### src/rtl/alu_a_bus_sequencer_pkg.sv
// alu_seq_pkg: shared encodings for the ALU A-bus sequencer.
//   - A-mux select codes, ALU operation codes
//   - opcode enum accepted on the start handshake
//   - sequencer state enum
//   - is_valid_opcode() helper used by the IDLE-state accept logic
package alu_seq_pkg;

    localparam int unsigned ALU_DATA_W = 18;

    typedef enum logic [2:0] {
        SEL_ZERO = 3'd0,
        SEL_IDR  = 3'd1,
        SEL_MDR  = 3'd2,
        SEL_RCOL = 3'd3,
        SEL_RROW = 3'd4
    } a_sel_e;

    typedef enum logic [2:0] {
        ALU_PASS = 3'd0,
        ALU_ADD  = 3'd1,
        ALU_INC  = 3'd2,
        ALU_DEC  = 3'd3
    } alu_op_e;

    typedef enum logic [3:0] {
        OPC_LDAC = 4'd1,
        OPC_ADDM = 4'd2,
        OPC_INCC = 4'd3,
        OPC_INCR = 4'd4,
        OPC_IDX  = 4'd5,
        OPC_DJNZ = 4'd6
    } opcode_e;

    typedef enum logic [2:0] {
        ST_IDLE  = 3'd0,
        ST_EXEC1 = 3'd1,
        ST_EXEC2 = 3'd2,
        ST_LOOP  = 3'd3,
        ST_DONE  = 3'd4
    } state_e;

    function automatic logic is_valid_opcode(input logic [3:0] opc);
        return (opc >= 4'(OPC_LDAC)) && (opc <= 4'(OPC_DJNZ));
    endfunction

endpackage

### src/rtl/alu_a_bus_sequencer_decode.sv
// alu_seq_decode: combinational Moore decode of sequencer state plus latched
// opcode into datapath controls.
//   state      in   current sequencer state
//   opcode     in   opcode latched at the accepted start
//   a_sel      out  ALU A mux select
//   alu_op     out  ALU operation
//   write_ac   out  AC write enable
//   write_rcol out  Rcol write enable
//   write_rrow out  Rrow write enable
module alu_seq_decode
    import alu_seq_pkg::*;
(
    input  state_e     state,
    input  logic [3:0] opcode,
    output logic [2:0] a_sel,
    output logic [2:0] alu_op,
    output logic       write_ac,
    output logic       write_rcol,
    output logic       write_rrow
);

    always_comb begin
        a_sel      = SEL_ZERO;
        alu_op     = ALU_PASS;
        write_ac   = 1'b0;
        write_rcol = 1'b0;
        write_rrow = 1'b0;
        case (state)
            ST_EXEC1: begin
                case (opcode)
                    OPC_LDAC: begin a_sel = SEL_IDR;  alu_op = ALU_PASS; write_ac   = 1'b1; end
                    OPC_ADDM: begin a_sel = SEL_MDR;  alu_op = ALU_ADD;  write_ac   = 1'b1; end
                    OPC_INCC: begin a_sel = SEL_RCOL; alu_op = ALU_INC;  write_rcol = 1'b1; end
                    OPC_INCR: begin a_sel = SEL_RROW; alu_op = ALU_INC;  write_rrow = 1'b1; end
                    OPC_IDX:  begin a_sel = SEL_RROW; alu_op = ALU_PASS; write_ac   = 1'b1; end
                    default: ;
                endcase
            end
            // Only IDX reaches EXEC2: AC = Rrow (from EXEC1) + Rcol.
            ST_EXEC2: begin
                a_sel    = SEL_RCOL;
                alu_op   = ALU_ADD;
                write_ac = 1'b1;
            end
            ST_LOOP: begin
                a_sel      = SEL_RCOL;
                alu_op     = ALU_DEC;
                write_rcol = 1'b1;
            end
            default: ;
        endcase
    end

endmodule

### src/rtl/alu_a_bus_sequencer.sv
// alu_a_bus_sequencer: multi-cycle control sequencer for the 18-bit ALU A-bus
// datapath (IDR, MDR, Rcol, Rrow -> A mux -> ALU, B operand = AC).
//   clk        in   system clock, rising edge
//   reset      in   synchronous, active-high reset
//   start      in   request, accepted only in IDLE
//   opcode     in   operation, sampled on accepted start
//   alu_z      in   ALU zero flag of the current-cycle result
//   a_sel      out  ALU A mux select
//   alu_op     out  ALU operation
//   write_ac   out  AC write enable
//   write_rcol out  Rcol write enable
//   write_rrow out  Rrow write enable
//   busy       out  high whenever not IDLE
//   done       out  one-cycle completion pulse
//   err        out  sticky error until the next accepted start or reset
module alu_a_bus_sequencer
    import alu_seq_pkg::*;
#(
    parameter  int unsigned DATA_W   = ALU_DATA_W,
    parameter  int unsigned MAX_ITER = 256,
    localparam int unsigned CNT_W    = $clog2(MAX_ITER)
) (
    input  logic       clk,
    input  logic       reset,
    input  logic       start,
    input  logic [3:0] opcode,
    input  logic       alu_z,
    output logic [2:0] a_sel,
    output logic [2:0] alu_op,
    output logic       write_ac,
    output logic       write_rcol,
    output logic       write_rrow,
    output logic       busy,
    output logic       done,
    output logic       err
);

    // The controller has no datapath of its own; the width only has to agree
    // with the package, and the loop counter needs at least one bit.
    if (DATA_W != ALU_DATA_W || MAX_ITER < 2) begin : g_bad_params
        $error("alu_a_bus_sequencer: unsupported DATA_W/MAX_ITER");
    end

    localparam logic [CNT_W-1:0] CNT_LAST = CNT_W'(MAX_ITER - 1);

    state_e           state;
    logic [3:0]       opc_q;
    logic [CNT_W-1:0] iter_cnt;

    always_ff @(posedge clk) begin
        if (reset) begin
            state    <= ST_IDLE;
            opc_q    <= '0;
            iter_cnt <= '0;
            err      <= 1'b0;
        end else begin
            case (state)
                ST_IDLE: begin
                    if (start) begin
                        opc_q    <= opcode;
                        iter_cnt <= '0;
                        if (!is_valid_opcode(opcode)) begin
                            err   <= 1'b1;
                            state <= ST_DONE;
                        end else begin
                            err   <= 1'b0;
                            state <= (opcode == OPC_DJNZ) ? ST_LOOP : ST_EXEC1;
                        end
                    end
                end
                ST_EXEC1: state <= (opc_q == OPC_IDX) ? ST_EXEC2 : ST_DONE;
                ST_EXEC2: state <= ST_DONE;
                // alu_z reflects this cycle's Rcol-1, so a zero result ends
                // the loop on the same cycle its write lands.
                ST_LOOP: begin
                    if (alu_z) begin
                        state <= ST_DONE;
                    end else if (iter_cnt == CNT_LAST) begin
                        err   <= 1'b1;
                        state <= ST_DONE;
                    end else begin
                        iter_cnt <= iter_cnt + 1'b1;
                    end
                end
                ST_DONE: state <= ST_IDLE;
                default: state <= ST_IDLE;
            endcase
        end
    end

    alu_seq_decode u_decode (
        .state      (state),
        .opcode     (opc_q),
        .a_sel      (a_sel),
        .alu_op     (alu_op),
        .write_ac   (write_ac),
        .write_rcol (write_rcol),
        .write_rrow (write_rrow)
    );

    assign busy = (state != ST_IDLE);
    assign done = (state == ST_DONE);

endmodule

### config.mk
export PLATFORM = sky130hd
export DESIGN_NAME = alu_a_bus_sequencer
export DESIGN_NICKNAME = d
export VERILOG_FILES = /design/src/rtl/alu_a_bus_sequencer_pkg.sv /design/src/rtl/alu_a_bus_sequencer_decode.sv /design/src/rtl/alu_a_bus_sequencer.sv
export SDC_FILE = /design/constraint.sdc
export NUM_CORES = 1
export LEC_CHECK = 0
export CAP_MARGIN = 20
export CORE_UTILIZATION = 52
export CTS_BUF_LIST = sky130_fd_sc_hd__clkbuf_4 sky130_fd_sc_hd__clkbuf_8
export CTS_CLUSTER_SIZE = 16
export DETAILED_ROUTE_END_ITERATION = 8
export PLACE_DENSITY = 0.92
export SKIP_LAST_GASP = 1
export SLEW_MARGIN = 40
export SYNTH_ARGS = -nofsm -noshare
export SYNTH_HDL_FRONTEND = slang
export SYNTH_SLANG_ARGS = --single-unit
export TNS_END_PERCENT = 1
### constraint.sdc
create_clock -name clk -period 1.9 [get_ports clk]
set_input_delay 0.38 -clock clk [delete_from_list [all_inputs] [get_ports clk]]
set_output_delay 0.38 -clock clk [all_outputs]
set_load 0.05 [all_outputs]
### Word-level counts from Yosys, hierarchy flattened

Cells that the tools add are included.

| storage, ports and cells | value |
|---|---|
| flip-flop bits (word level) | 16 |
| latch bits | 0 |
| memory bits (writable) | 0 |
| bits in read-only memories | 0 |
| input bits | 8 |
| output and inout bits | 12 |
| memories | 0 |

| operators by class | value |
|---|---|
| add/sub/neg operators | 1 |
| multiply operators | 0 |
| div/mod/pow operators | 0 |
| $lt $le $gt $ge | 2 |
| eq/ne operators | 16 |
| shift-type cells | 0 |
| muxes and demuxes | 26 |
| bitwise logic cells | 0 |
| reductions and logical operators | 12 |

Operators by type and width:

| cell | count |
|---|---|
| 2-to-1 mux 8 bit | 3 |
| one-hot mux 3 bit (4 select lines) | 2 |
| one-hot mux 8 bit (2 select lines) | 1 |
| 2-to-1 mux 3 bit | 5 |
| equality test 4 x 3 -> 1 bit, second input constant | 3 |
| one-hot mux 3 bit (3 select lines) | 1 |
| adder 8 x 1 -> 8 bit, second input constant | 1 |
| equality test 4 x 2 -> 1 bit, second input constant | 2 |
| equality test 8 bit, second input constant | 1 |
| 2-to-1 mux 1 bit | 8 |
| != test 2 bit, second input constant | 4 |
| AND reduction 4 bit | 2 |
| equality test 3 x 2 -> 1 bit, second input constant | 2 |
| one-hot mux 1 bit (2 select lines) | 3 |
| one-hot mux 3 bit (2 select lines) | 1 |
| OR reduction 2 bit | 3 |
| equality test 4 x 1 -> 1 bit, second input constant | 1 |
| >= comparator 4 x 1 -> 1 bit, second input constant | 1 |
| <= comparator 4 x 3 -> 1 bit, second input constant | 1 |
| one-hot mux 2 bit (2 select lines) | 1 |
| AND reduction 2 bit | 2 |
| equality test 3 x 1 -> 1 bit, second input constant | 1 |
| equality test 3 bit, second input constant | 1 |
| logical NOT 3 bit | 1 |
| other kinds (6) | 6 |

### Longest topological paths before layout

Gate-level depths: netlist (run 1).

| depth | value |
|---|---|
| depth in word-level cells | 5 |
| gate-level depth with buffers | 6 |
| gate-level depth less buffers | 5 |

### Hierarchy

Synthesis (run 1) repeated with hierarchy kept, for this count alone.

| second synthesis, totals | value |
|---|---|
| cells, all modules | 119 |
| area total of the unflattened synthesis | 989.7 um^2 |

Modules (own cells, without submodules):

| module | instances | cells each | area an instance (um^2) | sequential area each (um^2) |
|---|---|---|---|---|
| alu_a_bus_sequencer | 1 | 98 | 854.6 | 320.3 |
| alu_seq_decode | 1 | 21 | 135.1 | 0.0 |

### Worst setup path after synthesis (run 1)

Ideal clock, no wire load.

| path | value |
|---|---|
| path kind | reg2out |
| start point | reg opc_q[1] |
| end point | out write_ac |
| arrival | 1.650 ns |
| setup slack | -0.130 ns |
| cell stages (with the launch flop) | 5 |
| path buffers | 0 |
| cell sequence | dfxtp_1 > or3b_2 > o21ai_0 > a31oi_1 > nor2_1 |

| between the ends | value |
|---|---|
| word-level cells in the longest chain between the ends | 4 |
| elaborated cells on any way between the ends | 6 |
| classes of those cells | 3 x eq/ne; 2 x mux; 1 x reduce/logical |

RTL lines:

| element | line | text |
|---|---|---|
| from (decl) | alu_a_bus_sequencer.sv:47 | `logic [3:0] opc_q;` |
| from (signal assigned) | alu_a_bus_sequencer.sv:60 | `opc_q <= opcode;` |
| equality test 4 x 3 -> 1 bit (tied with other cells) | alu_a_bus_sequencer_decode.sv:30 | `case (opcode)` |
| OR reduction 3 bit (no source line) * | - |  |
| 2-to-1 mux 1 bit * | alu_a_bus_sequencer_decode.sv:30 |  |
| one-hot mux 1 bit (2 select lines) * | alu_a_bus_sequencer_decode.sv:28 | `case (state)` |
| to (decl) | alu_a_bus_sequencer.sv:30 | `output logic write_ac,` |

Every way passes the cells marked *; elsewhere a longest branch is shown, timed or not.

### Final worst setup path (run 1)

| path | value |
|---|---|
| start point | reg state[0] |
| end point | out alu_op[0] |

| between the ends | value |
|---|---|
| word-level cells in the longest chain between the ends | 2 |
| elaborated cells on any way between the ends | 4 |
| classes of those cells | 3 x eq/ne; 1 x mux |

RTL lines:

| element | line | text |
|---|---|---|
| from (decl) | alu_a_bus_sequencer.sv:46 | `state_e state;` |
| from (signal assigned) | alu_a_bus_sequencer.sv:67 | `state <= (opcode == OPC_DJNZ) ? ST_LOOP : ST_EXEC1;` |
| from (signal assigned) | alu_a_bus_sequencer.sv:71 | `ST_EXEC1: state <= (opc_q == OPC_IDX) ? ST_EXEC2 : ST_DONE;` |
| equality test 3 x 2 -> 1 bit / equality test 3 x 1 -> 1 bit (equally long branches) | alu_a_bus_sequencer_decode.sv:28 |  |
| one-hot mux 3 bit (3 select lines) * | alu_a_bus_sequencer_decode.sv:28 |  |
| to (decl) | alu_a_bus_sequencer.sv:29 | `output logic [2:0] alu_op,` |

Marks and branches as above.

==> results of run 1 <==
-- where the power goes --
group / switching, W / total, W / internal (W)
clock: 0.000108 / 0.000225 / 0.000117
sequential: 0.0000149 / 0.000360 / 0.000345
combinational: 0.000109 / 0.000201 / 0.0000913
-- metal layers --
layer  vias to the layer above  share of wire [%]
met3                        12                8.2
met5                         -                  0
met2                        70                 49
met4                         0                2.4
li1                        520                  -
met1                       521                 41
-- layout by cell type, fill, tap and decap left out, drive strengths merged, types with 2 or more instances in the layout --
cell / n
a21oi: 14
a31oi: 3
buf: 23
clkbuf: 4
clkdlybuf4s50: 8
dfxtp: 16
inv: 5
mux2i: 3
nand2: 8
nand2b: 3
nand3: 2
nand4: 2
nor2: 19
nor2b: 3
nor3: 4
nor4b: 2
o21ai: 5
o22ai: 2
o31ai: 2
o41ai: 2
or3: 4
or4: 2
or4b: 2
-- cells by family (layout without fill, tap and decap cells) --
group           Yosys count  in the layout  share of synthesized area [%]
simple gates             59             59                           35.3
compound gates           34             34                           21.4
flops                    16             16                           32.4
buf+inv                  11             40                           6.20
mux                       3              3                           3.04
fa+ha+maj                 1              1                           1.27
other cells               1              1                          0.379
-- layout make-up --
| type | count | area [um^2] |
|---|---|---|
| tap | 25 | 31.3 |
| inverter | 5 | 18.8 |
| fill | 103 | 300 |
| sequential | 16 | 333 |
| timing repair buffer | 31 | 369 |
| multi-input combinational | 98 | 657 |
| clock buffer | 4 | 36.3 |
-- sequential cells by signal, summed over array words and instances, names as in the netlist --
signal	count
iter_cnt	8
opc_q	4
state	3
err	1
-- worst max-delay path, stage by stage (launching register included) --
cell and delay (ns):
sky130_fd_sc_hd__dfxtp_1 0.39, sky130_fd_sc_hd__nor2b_2 0.20, sky130_fd_sc_hd__nor2b_1 0.20, sky130_fd_sc_hd__a31oi_1 0.11, sky130_fd_sc_hd__nor2_1 0.19, sky130_fd_sc_hd__buf_12 0.17
-- worst paths after layout --
path	slack, ns	cells past startpoint	startpoint	to
setup / recovery	-0.02	5	state[0]$_SDFFE_PP0P_	alu_op[0]
hold / removal	0.50	2	iter_cnt[6]$_SDFFE_PP0P_	iter_cnt[6]$_SDFFE_PP0P_
setup reg to reg	0.10	5	state[0]$_SDFFE_PP0P_	iter_cnt[5]$_SDFFE_PP0P_
hold reg to reg	0.50	2	iter_cnt[6]$_SDFFE_PP0P_	iter_cnt[6]$_SDFFE_PP0P_
-- timing repair --
| action | in CTS | in global routing |
|---|---|---|
| endpoints found under the setup margin | 3 | 8 |
| pin swaps | 4 | 5 |
| resized for setup | 12 | 7 |
| buffers inserted | 3 | 1 |
-- per-stage QoR --
stage	utilization (%)	cell area [um^2]
global route	82.8	1450
detailed placement	75.3	1320
finish	82.8	1450
floorplan	-	991
global placement	75.3	1320
CTS	80.7	1410
==> results.md, run 1 <==
Outcome:
- The checks that failed: setup timing.
- The flow ran to the end, but the final reports show violations.

Power and ir drop:
- The total power density per cell area is 544 nW/um^2.
- The total leakage power is 0.544 nW.
- VDD sags by at most 0.692 mV.
- The design draws 0.000785 W.

Drt:
- In this run, the number of DRC markers left after iteration 0 of detailed routing was 49.
- In the routed design, unresolved DRC markers number 0.
- The first TritonRoute pass finished after 6 iterations.
- Dividing the detail-routed wire length by the instance count gives 17.4 um.
- The detailed-route wire length is 3110 um.
- The detail route stage leaves a number of antenna-violating nets equal to 0.
- After detailed routing, the number of vias per cell comes to 6.27.
- The vias after detailed routing is 1123.

Clock network:
- The number of hold buffers added after CTS was 0.
- The number of buffers created by CTS is 3.
- After clock tree synthesis, the clock-pin slew on the worst setup and hold paths is 0.10 ns.
- The number of clock sinks is 16.
- The root buffer cell chosen for the clock tree is sky130_fd_sc_hd__clkbuf_4.
- TritonCTS built the clock tree.
- CTS built an H-tree with a depth of 1.
- For the worst-skew pair, the clock arrives at the later sink with an insertion delay of 0.28 ns.
- The number of buffers on the longest clock path is 2.

Yosys:
- In the post-synthesis netlist, the cell with the most instances is sky130_fd_sc_hd__nor2_1.
- The synthesized instance count is 125.
- In the synthesized netlist the async set-or-reset flop fraction comes to 0%.
- In the post-synthesis netlist, the biggest area contributors are sky130_fd_sc_hd__dfxtp_1, sky130_fd_sc_hd__nor2_1, sky130_fd_sc_hd__a21oi_1.
- The number of distinct library cells after synthesis is 41.
- The net count after synthesis is 134.
- The sequential area share after synthesis is 32.4%.
- The fraction of post-synthesis cell area in the top cell type by area is 32.4%.
- The mean instance size in the synthesized netlist is 7.91 um^2.
- The flop and latch count out of synthesis is 16.
- The total of warnings raised by yosys is 0.
- The commonest cells after synthesis are sky130_fd_sc_hd__nor2_1, sky130_fd_sc_hd__dfxtp_1, sky130_fd_sc_hd__a21oi_1.
- The most used flip-flop cell after synthesis is sky130_fd_sc_hd__dfxtp_1.
- The cell taking the most area after synthesis is sky130_fd_sc_hd__dfxtp_1.
- The post-synth design cell area is 988 um^2.
- Yosys mapped a number of flops with a built-in enable equal to 0.

Critical path:
- The required time of the critical path is 1.52 ns.
- The category of the most critical setup path is reg2out.
- The kind of capture point of the worst setup path is a primary output.
- The worst setup path is launched from a register.
- The worst path arrival time is 1.54 ns.
- Along the worst path, the maximum fanout reaches 3.

Cells and area:
- Relative to the synthesized area, the layout overhead comes to 46.2%.
- The post-layout instance count excluding filler cells is 179.
- The final antenna diode count is 0.
- The final net count is 164.
- Cells with a size suffix above 1 make up 28.6% of the layout.

Global routing:
- The first-pass GRT wire length is 4710 um.
- The via count of the first global-routing pass is 1010.
- The routing usage on met3 is 3.97%.
- The met1 routing resource usage after global routing is 44.3%.
- Global routing used 48.9% of the available met2 tracks.
- After global routing the overflow that remains totals 0.
- Global routing used 31.4% of the available tracks.
- The initial antenna violation count came to 0.
- Entering global routing, the biggest net connects 14 pins.
- The most used routing layer in global routing is met2.

STA:
- The post-route clock skew is 0.000763 ns.
- The portion of the clock cycle consumed by the worst path in the final layout is 101%.
- In the post-route analysis, the smallest setup slack over all paths is -0.0173 ns.
- The final hold violation count is 0.
- The shortest clock period the worst path allows after layout is 1.92 ns.
- Headroom to the max-slew limit came out at 61.6%.
- The number of setup violations in the final report is 1.
- In the final timing run, aggregate negative setup slack is -0.0173 ns.
- Setup repair after global routing could not meet its margin everywhere.
- For the pin with the worst max-slew slack, the measured transition is 0.561 ns.
- The final worst hold slack is 0.496 ns.
- The number of slew-limit violations in the final report was 0.
- For this run, the top clock speed supported by timing is 0.522 GHz.

Place:
- Detailed placement ended at an HPWL of 1930 um.
- The number of instances in the placed design is 171.
- At the end of routability-driven placement, the weighted congestion stood at 0.889.
- The quantity of I/O buffers inserted on ports is 18.
- OpenSTA, run right after detailed placement, puts the worst setup slack at -0.168 ns.

Die:
- The die outline height is 45.6 um.
- The initial core utilization is 56.6%.
- The core box area is 1750 um^2.
- The floorplan step set the die width to 45.6 um.
- 20 I/O pins were placed.
- The die outline area is 2080 um^2.
- The number of placement rows is 15.

Worst hold path:
- The type of the most critical hold path is reg2reg.

Run:
- The tool flagged a number of max-cap violations equal to 0.
(Power assumes the default switching activity.)
==> run 2, diff against run 1 <==
--- a/config.mk
+++ b/config.mk
@@ -15,5 +15,6 @@
 export SLEW_MARGIN = 40
 export SYNTH_ARGS = -nofsm -noshare
 export SYNTH_HDL_FRONTEND = slang
+export SYNTH_HIERARCHICAL = 1
 export SYNTH_SLANG_ARGS = --single-unit
 export TNS_END_PERCENT = 1
==> run 2 against run 1 <==
- the flow still finishes with violations (setup timing)
- via count is 1.1% lower
- final area is 1.6% higher
- core utilization is 0.40 points higher
- non-clock buffer count is 2 higher
- clock skew is 0.0094 ns higher
- total power is 0.34% lower
- synthesized area is 0.13% higher
- routed wire length is 1.0% higher
- final cell count is 2.8% lower
- critical path type unchanged
- critical endpoint is now write_ac
- largest cell class unchanged
==> results.md, run 2 <==
Outcome:
- The run finished, with violations left.
- The final reports fail on setup timing.

Drt:
- The count of unresolved DRC violations after routing is 0 (unchanged).
- The first-iteration detailed-routing DRC count is 82 (+67%).
- The number of vias per cell came to 6.39 (+1.8%).
- The vias after detailed routing came to 1111 (-1.1%).
- The number of nets with antenna violations after detailed routing is 0 (unchanged).
- The detailed-route wire length was 3140 um (+1.0%).
- The average wire per standard cell is 18.1 um (+3.9%).
- The first-pass iteration count of the detailed router was 5 (-1).

Clock network:
- The clock latency reported for the late side of the worst-skew pair is 0.29 ns (about the same).
- The number of clock sinks is 16 (unchanged).
- The TritonCTS clock tree is yes.
- The maximum level of the CTS H-tree was 1 (unchanged).
- The root cell of the clock tree is sky130_fd_sc_hd__clkbuf_4.
- The number of buffers created by CTS is 3 (unchanged).
- The number of buffers on the longest clock path is 2 (unchanged).
- The number of hold buffers added after CTS is 0 (unchanged).
- The clock transition at the register clock pins on the worst setup and hold paths after CTS is 0.10 ns (about the same).

Yosys:
- The fraction of synthesis flops using an asynchronous set or reset pin is 0% (unchanged).
- The net count after synthesis is 128 (-4.5%).
- The flop and latch count out of synthesis came to 16 (unchanged).
- The number of distinct library cells after synthesis is 42 (+2.4%).
- By area the synthesized netlist is led by sky130_fd_sc_hd__dfxtp_1, sky130_fd_sc_hd__a21oi_1, sky130_fd_sc_hd__mux2i_1.
- In the post-synthesis netlist, the cell with the most instances is sky130_fd_sc_hd__dfxtp_1.
- The fraction of post-synthesis cell area in the top cell type by area is 32.4% (-0.041 points).
- The primary flip-flop cell chosen by synthesis mapping is sky130_fd_sc_hd__dfxtp_1.
- The synthesized instance count is 119 (-4.8%).
- The sequential area share after synthesis is 32.4% (-0.041 points).
- Sorting the synthesized cells by how often they occur yields sky130_fd_sc_hd__dfxtp_1, sky130_fd_sc_hd__a21oi_1, sky130_fd_sc_hd__nor2_1.
- The mean instance size in the synthesized netlist came to 8.32 um^2 (+5.2%).
- The post-synth design cell area came to 990 um^2 (+0.13%).
- The number of synthesized flops with an enable pin came to 0 (unchanged).
- The total of warnings raised by yosys came to 6 (+6).
- The largest total area in the synthesized netlist belongs to sky130_fd_sc_hd__dfxtp_1.

Critical path:
- In this run the critical register-to-register path is captured at state[2]$_SDFFE_PP0P_.
- The category of the most critical setup path is reg2out.
- The worst setup path is captured at a primary output.
- The signal on the critical path passes through buf_6 > or4_4 > o22ai_4 > buf_12.
- The worst-path maximum fanout was 3 (unchanged).
- The slack of the worst reg-to-reg path is -0.08 ns (-0.18 ns).
- The worst setup path is launched from a register.
- The biggest cell delay along the critical path is 0.55 ns (+0.16 ns).
- Among all stages on the critical path, the largest delay is contributed by sky130_fd_sc_hd__or4_4.
- The launch point of the worst reg-to-reg path is state[1]$_SDFFE_PP0P_.
- The required time of the critical path is 1.52 ns (about the same).
- The number of cells on the worst reg-to-reg path came to 7 (+2).
- The worst path arrival time is 1.66 ns (+0.12 ns).

Worst hold path:
- The path with the worst hold slack has its endpoint at iter_cnt[6]$_SDFFE_PP0P_.
- In this run the most critical hold path is launched from iter_cnt[6]$_SDFFE_PP0P_.
- The type of the most critical hold path is reg2reg.
- The number of cells on the worst hold path was 2 (unchanged).

Cells and area:
- The final antenna diode count is 0 (unchanged).
- The commonest non-fill, non-tap cell in the layout is sky130_fd_sc_hd__buf_4.
- The count of fill cells added during filler insertion came to 107 (+3.9%).
- In the layout the commonest cells are sky130_fd_sc_hd__buf_4, sky130_fd_sc_hd__dfxtp_1, sky130_fd_sc_hd__a21oi_1.
- Ranked by flip-flop count, first place goes to iter_cnt.
- The multi-input gate area in the final layout was 666 um^2 (+1.3%).
- The sequential cell area is 329 um^2 (-1.1%).
- The relative area change from synthesis to final layout is 48.3%.
- The largest registers in the layout are iter_cnt x8, opc_q x4, state x3.
- The post-layout instance count excluding filler cells came to 174 (-2.8%).
- The final net count is 159 (-3.0%).
- The share of final-layout standard cells stronger than drive strength 1 was 31.5% (+3.0 points).
- The flip-flop count of the largest register, all copies and words added came to 8 (unchanged).

Power and ir drop:
- The total power density per cell area is 533 nW/um^2 (-1.9%).
- The total power of the final layout is 0.000783 W (-0.34%).
- The highest ir drop seen on vdd is 0.552 mV (-20%).
- The total leakage power is 0.538 nW (-1.2%).

Die:
- The die outline height is 45.6 um (about the same).
- The die extent in x was 45.6 um (about the same).
- The number of ports placed on the die boundary is 20 (unchanged).
- The core box area was 1760 um^2 (+1.1%).
- The initial core utilization was 56.1% (-0.53 points).
- The number of placement rows is 15 (unchanged).
- The die outline area is 2080 um^2 (+0.11%).

STA:
- Setup repair after global routing could not meet its margin everywhere.
- The slack of the critical path is -0.138 ns (-0.121 ns).
- The portion of the clock cycle consumed by the worst path in the final layout is 107% (+6.4 points).
- The final hold violation count is 0 (unchanged).
- The total negative slack is -0.774 ns (-0.756 ns).
- The number of slew-limit violations in the final report was 0 (unchanged).
- The number of setup violations in the final report is 13 (+12).
- The post-route clock skew is 0.0102 ns (+0.00942 ns).
- The upper clock frequency limit is 0.491 GHz (-5.9%).
- The shortest clock period the worst path allows after layout was 2.04 ns (+0.121 ns).

Place:
- The detailed-placement wirelength estimate was 2040 um (+5.6%).
- The routability congestion estimate from global placement is 0.827 (-7.0%).
- The number of instances in the placed design is 166 (-2.9%).
- The quantity of I/O buffers inserted on ports is 18 (unchanged).

Global routing:
- The initial antenna violation count is 0 (unchanged).
- The global-route usage over all layers is 33.0% (+1.6 points).
- The largest net degree at the start of global routing is 14 (unchanged).
- The total congestion overflow after global routing is 0 (unchanged).
- The first-pass GRT wire length is 4830 um (+2.5%).
- The via count of the first global-routing pass is 1043 (+3.3%).

Run:
- The max-cap violation count is 0 (unchanged).
==> run 2: changes by cell type after synthesis, sizes merged, moves of 2 or more <==
cell / delta
a21oi: -3
a31oi: -3
clkbuf: +2
mux2i: +2
nand2: -2
nand2b: -2
nand3b: +2
nand4b: +3
nor2: -9
nor2b: -2
nor3b: +3
o31ai: +3
or4: +6
==> run 2: critical path: cells and delay by family (launching register included) <==
family / cells / cell delay [ns]
AND/OR/NAND/NOR: 1 / 0.55
AO/OA/AOI/OAI: 1 / 0.15
buffers and inverters: 2 / 0.27
flip-flops: 1 / 0.38
==> run 2: cell families (layout without fill, tap and decap cells) <==
family / Yosys count / count (layout) / share of synthesized area [%]
adders and majority gates: 1 / 1 / 1.26
muxes: 6 / 6 / 6.57
DFF: 16 / 16 / 32.4
and+or+nand+nor: 55 / 55 / 35.8
other: 1 / 1 / 0.379
buffers and inverters: 13 / 43 / 6.95
AOI/OAI and AO/OA: 27 / 27 / 16.7
==> run 2: power breakdown <==
part / internal, W / switching (W) / total [W]
sequential: 0.000344 / 0.0000206 / 0.000365
clock: 0.000117 / 0.000112 / 0.000229
combinational: 0.0000877 / 0.000102 / 0.000189
==> run 2: what timing repair did <==
action,CTS,global route
gates resized for setup,15,1
endpoints found under the setup margin,14,19
hold endpoints to repair,0,0
buffers inserted,3,1
pin swaps,4,3
==> run 2: area by class of cell <==
class / count / area share (%)
Timing Repair Buffer: 33 / 26.1
Sequential cell: 16 / 22.4
Multi-Input combinational cell: 90 / 45.4
Inverter: 6 / 1.53
Tap cell: 25 / 2.13
Clock buffer: 4 / 2.47
==> run 2: through the flow <==
stage	area (um^2)	hold slack (ns)	worst slack (ns)	utilization, %
2_1_floorplan	997	0.447	-0.203	-
3_3_place_gp	1330	0.457	-0.413	75.5
3_5_place_dp	1330	0.479	-0.435	75.5
4_1_cts	1460	0.492	-0.105	82.6
5_1_grt	1470	0.506	-0.201	83.2
6_report	1470	0.500	-0.138	83.2
==> run 2: worst max path at each step <==
stage / startpoint / end / slack, ns
floorplan: state[0]$_SDFFE_PP0P_ / alu_op[1] / -0.20
global placement: start / iter_cnt[5]$_SDFFE_PP0P_ / -0.41
detailed placement: start / iter_cnt[5]$_SDFFE_PP0P_ / -0.43
CTS: state[1]$_SDFFE_PP0P_ / alu_op[1] / -0.11
global route: opc_q[3]$_SDFFE_PP0P_ / write_rcol / -0.20
finish: state[1]$_SDFFE_PP0P_ / write_ac / -0.14
==> run 2: per-layer routing <==
metal	part of all wire [%]	vias to the layer above	wire length, um	GRT usage, %
li1	-	506	-	-
met1	41	529	1300	42.4
met2	49	60	1530	50.9
met3	6.3	16	199	5.95
met4	3.8	0	118	20.0
met5	0	-	0	0
